### config.mk
export PLATFORM = sky130hd
export DESIGN_NAME = muldiv_unit_flat
export DESIGN_NICKNAME = d
export VERILOG_FILES = /design/src/rtl/muldiv_unit_if.sv /design/src/rtl/muldiv_unit.sv /design/src/flat_wrapper.sv
export SDC_FILE = /design/constraint.sdc
export NUM_CORES = 1
export LEC_CHECK = 0
export BUFFER_PORTS_ARGS = -buffer_cell sky130_fd_sc_hd__buf_2
export CAP_MARGIN = 20
export CORE_UTILIZATION = 57
export DETAILED_ROUTE_END_ITERATION = 12
export GPL_TIMING_DRIVEN = 1
export PLACE_DENSITY_LB_ADDON = 0.05
export SLEW_MARGIN = 25
export SYNTH_ARGS = -nofsm -noshare
export SYNTH_HDL_FRONTEND = slang
export SYNTH_SLANG_ARGS = --single-unit
### constraint.sdc
create_clock -name clk -period 6.8 [get_ports clk]
set_input_delay 1.36 -clock clk [delete_from_list [all_inputs] [get_ports clk]]
set_output_delay 1.36 -clock clk [all_outputs]
set_load 0.005 [all_outputs]
### src/rtl/muldiv_unit_if.sv
// rtl/muldiv_unit_if.sv - request/response bundle for the iterative multiply/divide unit
//
// Ports (master = issuing side, slave = muldiv_unit):
//   start, funct3, rs1_data, rs2_data, rd_in, kill : master -> slave
//   busy, done, reg_write, result, rd_out          : slave -> master
interface muldiv_unit_if #(
    parameter int XLEN = 32
);
    logic            start;
    logic [2:0]      funct3;
    logic [XLEN-1:0] rs1_data;
    logic [XLEN-1:0] rs2_data;
    logic [4:0]      rd_in;
    logic            kill;
    logic            busy;
    logic            done;
    logic            reg_write;
    logic [XLEN-1:0] result;
    logic [4:0]      rd_out;

    modport master (
        output start, funct3, rs1_data, rs2_data, rd_in, kill,
        input  busy, done, reg_write, result, rd_out
    );

    modport slave (
        input  start, funct3, rs1_data, rs2_data, rd_in, kill,
        output busy, done, reg_write, result, rd_out
    );
endinterface

### src/rtl/muldiv_unit.sv
// rtl/muldiv_unit.sv - iterative RV32M multiply/divide unit (shift-add / restoring divide)
//
// Ports:
//   clk    : rising-edge clock
//   reset  : asynchronous active-high reset, clears all state
//   bus    : muldiv_unit_if.slave
//            start/funct3/rs1_data/rs2_data/rd_in accepted when idle,
//            kill aborts an in-flight op, busy/done/reg_write/result/rd_out report it
module muldiv_unit #(
    parameter int XLEN = 32,
    parameter int ITER = 32
) (
    input  logic         clk,
    input  logic         reset,
    muldiv_unit_if.slave bus
);
    typedef enum logic [1:0] {IDLE, CALC, FIN} state_t;

    state_t            state;
    logic [2:0]        op;
    logic [4:0]        rd_lat;
    logic [5:0]        count;
    // Multiply: acc = partial product, mcand = shifted multiplicand, opb = multiplier.
    // Divide:   acc = {remainder, dividend/quotient}, opb = divisor magnitude.
    logic [2*XLEN-1:0] acc;
    logic [2*XLEN-1:0] mcand;
    logic [XLEN-1:0]   opb;
    logic              neg_main;   // negate product / quotient
    logic              neg_rem;    // negate remainder (dividend sign)
    logic              special;    // acc[XLEN-1:0] already holds the final value
    logic              fin_hold;   // special results spend one extra cycle in FIN

    logic              is_div;
    logic              a_signed;
    logic              b_signed;
    logic              a_neg;
    logic              b_neg;
    logic [XLEN-1:0]   a_mag;
    logic [XLEN-1:0]   b_mag;
    logic              div_zero;
    logic              div_ovf;
    logic [XLEN-1:0]   spec_val;
    logic [XLEN:0]     div_cand;
    logic [XLEN:0]     div_diff;
    logic [2*XLEN-1:0] prod_fix;
    logic [XLEN-1:0]   quo_fix;
    logic [XLEN-1:0]   rem_fix;
    logic [XLEN-1:0]   fin_val;

    // Operand decode on the incoming request.
    always_comb begin
        is_div   = bus.funct3[2];
        a_signed = (bus.funct3 == 3'b001) || (bus.funct3 == 3'b010) ||
                   (bus.funct3 == 3'b100) || (bus.funct3 == 3'b110);
        b_signed = (bus.funct3 == 3'b001) || (bus.funct3 == 3'b100) ||
                   (bus.funct3 == 3'b110);
        a_neg    = a_signed && bus.rs1_data[XLEN-1];
        b_neg    = b_signed && bus.rs2_data[XLEN-1];
        a_mag    = a_neg ? -bus.rs1_data : bus.rs1_data;
        b_mag    = b_neg ? -bus.rs2_data : bus.rs2_data;
        div_zero = is_div && (bus.rs2_data == '0);
        div_ovf  = is_div && !bus.funct3[0] &&
                   (bus.rs1_data == {1'b1, {(XLEN-1){1'b0}}}) &&
                   (bus.rs2_data == {XLEN{1'b1}});
        spec_val = '0;
        if (div_zero)
            spec_val = bus.funct3[1] ? bus.rs1_data : {XLEN{1'b1}};
        else if (div_ovf)
            spec_val = bus.funct3[1] ? '0 : {1'b1, {(XLEN-1){1'b0}}};
    end

    // One restoring-division step: shift in the next dividend bit, trial-subtract.
    always_comb begin
        div_cand = acc[2*XLEN-1:XLEN-1];
        div_diff = div_cand - {1'b0, opb};
    end

    // Sign fixup and result selection applied on the FIN edge.
    always_comb begin
        prod_fix = neg_main ? -acc : acc;
        quo_fix  = neg_main ? -acc[XLEN-1:0] : acc[XLEN-1:0];
        rem_fix  = neg_rem ? -acc[2*XLEN-1:XLEN] : acc[2*XLEN-1:XLEN];
        fin_val  = '0;
        if (special)
            fin_val = acc[XLEN-1:0];
        else if (!op[2])
            fin_val = (op == 3'b000) ? prod_fix[XLEN-1:0] : prod_fix[2*XLEN-1:XLEN];
        else
            fin_val = op[1] ? rem_fix : quo_fix;
    end

    always_ff @(posedge clk or posedge reset) begin
        if (reset) begin
            state         <= IDLE;
            op            <= '0;
            rd_lat        <= '0;
            count         <= '0;
            acc           <= '0;
            mcand         <= '0;
            opb           <= '0;
            neg_main      <= 1'b0;
            neg_rem       <= 1'b0;
            special       <= 1'b0;
            fin_hold      <= 1'b0;
            bus.busy      <= 1'b0;
            bus.done      <= 1'b0;
            bus.reg_write <= 1'b0;
            bus.result    <= '0;
            bus.rd_out    <= '0;
        end else begin
            bus.done      <= 1'b0;
            bus.reg_write <= 1'b0;
            case (state)
                IDLE: begin
                    if (bus.start) begin
                        op       <= bus.funct3;
                        rd_lat   <= bus.rd_in;
                        count    <= '0;
                        opb      <= b_mag;
                        mcand    <= {{XLEN{1'b0}}, a_mag};
                        neg_main <= a_neg ^ b_neg;
                        neg_rem  <= a_neg;
                        bus.busy <= 1'b1;
                        if (div_zero || div_ovf) begin
                            acc      <= {{XLEN{1'b0}}, spec_val};
                            special  <= 1'b1;
                            fin_hold <= 1'b1;
                            state    <= FIN;
                        end else begin
                            // Divide starts with the dividend in the low half.
                            acc      <= is_div ? {{XLEN{1'b0}}, a_mag} : '0;
                            special  <= 1'b0;
                            fin_hold <= 1'b0;
                            state    <= CALC;
                        end
                    end
                end
                CALC: begin
                    if (bus.kill) begin
                        state    <= IDLE;
                        bus.busy <= 1'b0;
                    end else begin
                        if (!op[2]) begin
                            if (opb[0])
                                acc <= acc + mcand;
                            mcand <= mcand << 1;
                            opb   <= opb >> 1;
                        end else if (!div_diff[XLEN]) begin
                            acc <= {div_diff[XLEN-1:0], acc[XLEN-2:0], 1'b1};
                        end else begin
                            acc <= {div_cand[XLEN-1:0], acc[XLEN-2:0], 1'b0};
                        end
                        count <= count + 6'd1;
                        if (count == 6'(ITER - 1))
                            state <= FIN;
                    end
                end
                FIN: begin
                    if (bus.kill) begin
                        state    <= IDLE;
                        bus.busy <= 1'b0;
                    end else if (fin_hold) begin
                        fin_hold <= 1'b0;
                    end else begin
                        bus.result    <= fin_val;
                        bus.rd_out    <= rd_lat;
                        bus.done      <= 1'b1;
                        bus.reg_write <= (rd_lat != 5'd0);
                        bus.busy      <= 1'b0;
                        state         <= IDLE;
                    end
                end
                default: state <= IDLE;
            endcase
        end
    end
endmodule

### src/flat_wrapper.sv
// flat-port wrapper written by rule: the top's interface ports become plain ports
module muldiv_unit_flat 
#(
    parameter int XLEN = 32,
    parameter int ITER = 32
)
  (clk, reset, bus_start, bus_funct3, bus_rs1_data, bus_rs2_data, bus_rd_in, bus_kill, bus_busy, bus_done, bus_reg_write, bus_result, bus_rd_out);
  muldiv_unit_if #(.XLEN(XLEN)) bus_i ();
  input  logic clk;
  input  logic reset;
  input wire logic [$bits(bus_i.start)-1:0] bus_start;
  input wire logic [$bits(bus_i.funct3)-1:0] bus_funct3;
  input wire logic [$bits(bus_i.rs1_data)-1:0] bus_rs1_data;
  input wire logic [$bits(bus_i.rs2_data)-1:0] bus_rs2_data;
  input wire logic [$bits(bus_i.rd_in)-1:0] bus_rd_in;
  input wire logic [$bits(bus_i.kill)-1:0] bus_kill;
  output wire logic [$bits(bus_i.busy)-1:0] bus_busy;
  output wire logic [$bits(bus_i.done)-1:0] bus_done;
  output wire logic [$bits(bus_i.reg_write)-1:0] bus_reg_write;
  output wire logic [$bits(bus_i.result)-1:0] bus_result;
  output wire logic [$bits(bus_i.rd_out)-1:0] bus_rd_out;
  assign bus_i.start = bus_start;
  assign bus_i.funct3 = bus_funct3;
  assign bus_i.rs1_data = bus_rs1_data;
  assign bus_i.rs2_data = bus_rs2_data;
  assign bus_i.rd_in = bus_rd_in;
  assign bus_i.kill = bus_kill;
  assign bus_busy = bus_i.busy;
  assign bus_done = bus_i.done;
  assign bus_reg_write = bus_i.reg_write;
  assign bus_result = bus_i.result;
  assign bus_rd_out = bus_i.rd_out;
  muldiv_unit #(.XLEN(XLEN), .ITER(ITER)) u_core (.clk(clk), .reset(reset), .bus(bus_i));
endmodule
==> flow_summary.ini <==
[global_route]
antenna_found_initial = 3
grt_max_degree = 140
grt_usage = 0.391
first_global_vias = 19000
grt_first_pass_wirelength_mm = 110
overflow = 0

[worst_setup_path]
required_ns = 7.23
critPathLaunchType = input port
arrival_ns = 5.11
crit_type = in -> reg
critPathMaxFanout = 21
critPathCaptureType = flip-flop

[route]
routed_via_density = 6.64
drt_iter0_drc = 2168
wl_per_cell_um = 23.2
ant_nets = 0
drcViolationCount = 0
drt-pass1-iter-count = 6
dr_total_vias = 20500
drt-total-wl_mm = 71.5

[place]
portBuffers = 115
dpl.hpwl_mm = 52.3
finalWeightedCongestion = 1.05

[cts]
cts_max_level = 1
cts_buffers = 28
cts_setup_buffers = 0
holdBufCountCts = 0
path_clk_slew_ns = 0.06
ctsResizeCount = 0
cts_tree = built
clockBufferDepth = 3
clk-insertion-delay-late_ns = 0.58
clockRootBuffer = clkbuf_16
cts.sinks = 220

[layout]
fillers = 3175
seq_area_mm2 = 0.00551
multi_input_area_mm2 = 0.0135
synthToLayoutAreaGrowth_pct = 8.57
nets = 2782
drive_above_1_share = 0.0916
final_util = 0.629

[floorplanning]
row_count = 68
io_pins = 116
die_x_um = 189
die_h_um = 189
initial_core_util = 0.579
coreArea_mm2 = 0.0345
die_area_mm2 = 0.0359

[synthesis]
yosysUniqueCellTypes = 78
ys_seq_elements = 220
synth_enable_flop_cells = 0
synth_flop_cell = dfrtp_1
syn-cell-area_mm2 = 0.0200
yosys_warnings = 0
yosysSeqAreaShare = 0.275
async_flop_share = 1.00
syn_nets = 2803
synthCells = 2620
avgSynthCellArea_um2 = 7.64

[timing]
slew_headroom = 0.230
rsz0062_at_grt = no
tns_ns = 0
setup_viol = 0
clock.fmax_ghz = 0.214
finalCritPeriodShare = 0.687
hold_viol_final = 0
tightest_slew_ns = 1.15
slew_violations = 0
post-route-min-period_ns = 4.67
fin_skew_ns = 0.0180

[power]
leakage_nw = 9.66
pwr_density_cell_mw_per_mm2 = 471
peakVddDrop_uv = 307

[run_status]
status = complete, no violations

[run]
max_cap_viol_count = 0

[hold_path]
hp-class = reg -> reg
==> worst paths after layout <==
| check | from | endpoint | slack [ns] | cells after the start |
|---|---|---|---|---|
| setup / recovery | bus_rs1_data[6] | u_core.acc[0] | 2.13 | 12 |
| max in group asynchronous | reset | u_core.acc[13] | 4.87 | 3 |
| hold reg to reg | u_core.bus.rd_out[3] | u_core.bus.rd_out[3] | 0.47 | 2 |
| hold / removal | u_core.bus.rd_out[3] | u_core.bus.rd_out[3] | 0.47 | 2 |
| setup reg to reg | u_core.acc[31] | u_core.acc[62] | 2.22 | 14 |
| min in group asynchronous | reset | u_core.bus.rd_out[3] | 0.74 | 2 |
==> synthesized netlist by cell type, drive strengths merged, types with 15 or more instances <==
library cell | n | share of area
o211ai | 22 | 0.0083
nor3 | 41 | 0.010
nand4 | 41 | 0.013
o41ai | 17 | 0.0074
a22o | 39 | 0.017
o21bai | 17 | 0.0064
o21ai | 289 | 0.072
a22oi | 15 | 0.0056
xor2 | 107 | 0.047
nand2b | 16 | 0.0050
mux2i | 50 | 0.025
nand2 | 303 | 0.057
nor2 | 212 | 0.040
a21o | 60 | 0.023
ha | 105 | 0.066
xnor2 | 125 | 0.055
nor4 | 21 | 0.0069
nand3 | 61 | 0.015
inv | 83 | 0.016
o31ai | 34 | 0.013
o22ai | 20 | 0.0063
dfrtp | 220 | 0.28
a211oi | 33 | 0.012
a31oi | 24 | 0.0075
or3 | 19 | 0.0062
clkbuf | 179 | 0.034
a21oi | 249 | 0.062
==> cell usage in the layout, fill, tap and decap left out, drive strengths merged, types with 12 or more instances in the layout <==
cell	count
or2	12
mux2	12
o21ai	289
a21oi	249
o22ai	20
inv	84
a211oi	33
and3	14
xnor2	125
nand3	61
nand2	303
nand2b	16
o41ai	17
a22oi	15
o211ai	22
nor2	212
xor2	107
nor4	21
dfrtp	220
a22o	39
o21bai	17
a21o	60
nand4	41
buf	142
ha	105
o221ai	13
mux2i	50
a31oi	24
a221oi	13
or3	19
clkbuf	41
nor3	41
o31ai	34
==> per-layer routing <==
metal	up-vias	part of all wire	wire length [um]	GRT usage
li1	9459	-	-	-
met5	-	0	0	0
met2	1027	0.44	31200	0.602
met3	221	0.086	6170	0.0601
met1	9744	0.41	29500	0.521
met4	0	0.065	4640	0.224
==> per-stage QoR <==
step / cell area [um2] / hold slack [ns] / power (mW) / setup slack [ns] / cells
CTS: 21700 / 0.480 / 10.1 / 2.24 / 3075
detailed placement: 20700 / 0.465 / 8.44 / 1.65 / 3023
finish: 21700 / 0.472 / 10.2 / 2.13 / 3079
global placement: 20700 / 0.454 / 8.34 / 1.70 / 3023
floorplan: 20000 / 0.456 / 6.70 / 2.57 / 2620
global route: 21700 / 0.508 / 10.9 / 1.94 / 3077
==> report_power, final <==
group | leakage (nW) | internal, mW | switching (mW)
Combinational | 6.37 | 2.25 | 3.92
Clock | 0.489 | 0.969 | 0.622
Sequential | 2.80 | 1.77 | 0.698
==> final cells by class <==
| type | count | area share |
|---|---|---|
| multi-input cells | 2124 | 0.623 |
| flip-flops and latches | 220 | 0.253 |
| diodes | 3 | 0.000345 |
| clock buffers | 41 | 0.0387 |
| repair buffers | 142 | 0.0373 |
| clock inverters | 11 | 0.00651 |
| well taps | 455 | 0.0262 |
| inverters | 83 | 0.0145 |
==> state kept, by name, summed over array words and instances (netlist names) <==
name	count
u_core.mcand	64
u_core.bus.busy	1
u_core.count	6
u_core.fin_hold	1
u_core.bus.done	1
u_core.bus.rd_out	5
u_core.bus.reg_write	1
u_core.rd_lat	5
u_core.state	2
u_core.special	1
u_core.neg_main	1
u_core.acc	64
u_core.opb	32
u_core.op	3
u_core.bus.result	32
u_core.neg_rem	1
==> critical path, cell delays in order <==
cell	delay, ns
buf_2	0.13
or4_1	0.59
or3_1	0.40
nor4_2	0.66
nand3_1	0.38
o21ai_1	0.65
nor2_1	0.14
buf_4	0.27
o21ai_0	0.16
o21ai_0	0.10
a22oi_1	0.15
o21ai_0	0.12
==> cells by family after synthesis <==
| logic type | count (synthesis) | share of synthesized area |
|---|---|---|
| xor+xnor | 232 | 0.102 |
| buf+inv | 276 | 0.0526 |
| compound gates | 933 | 0.292 |
| mux | 62 | 0.0318 |
| flops | 220 | 0.275 |
| fa+ha+maj | 107 | 0.0676 |
| simple gates | 790 | 0.179 |
Power figures use the tool's default switching activity.
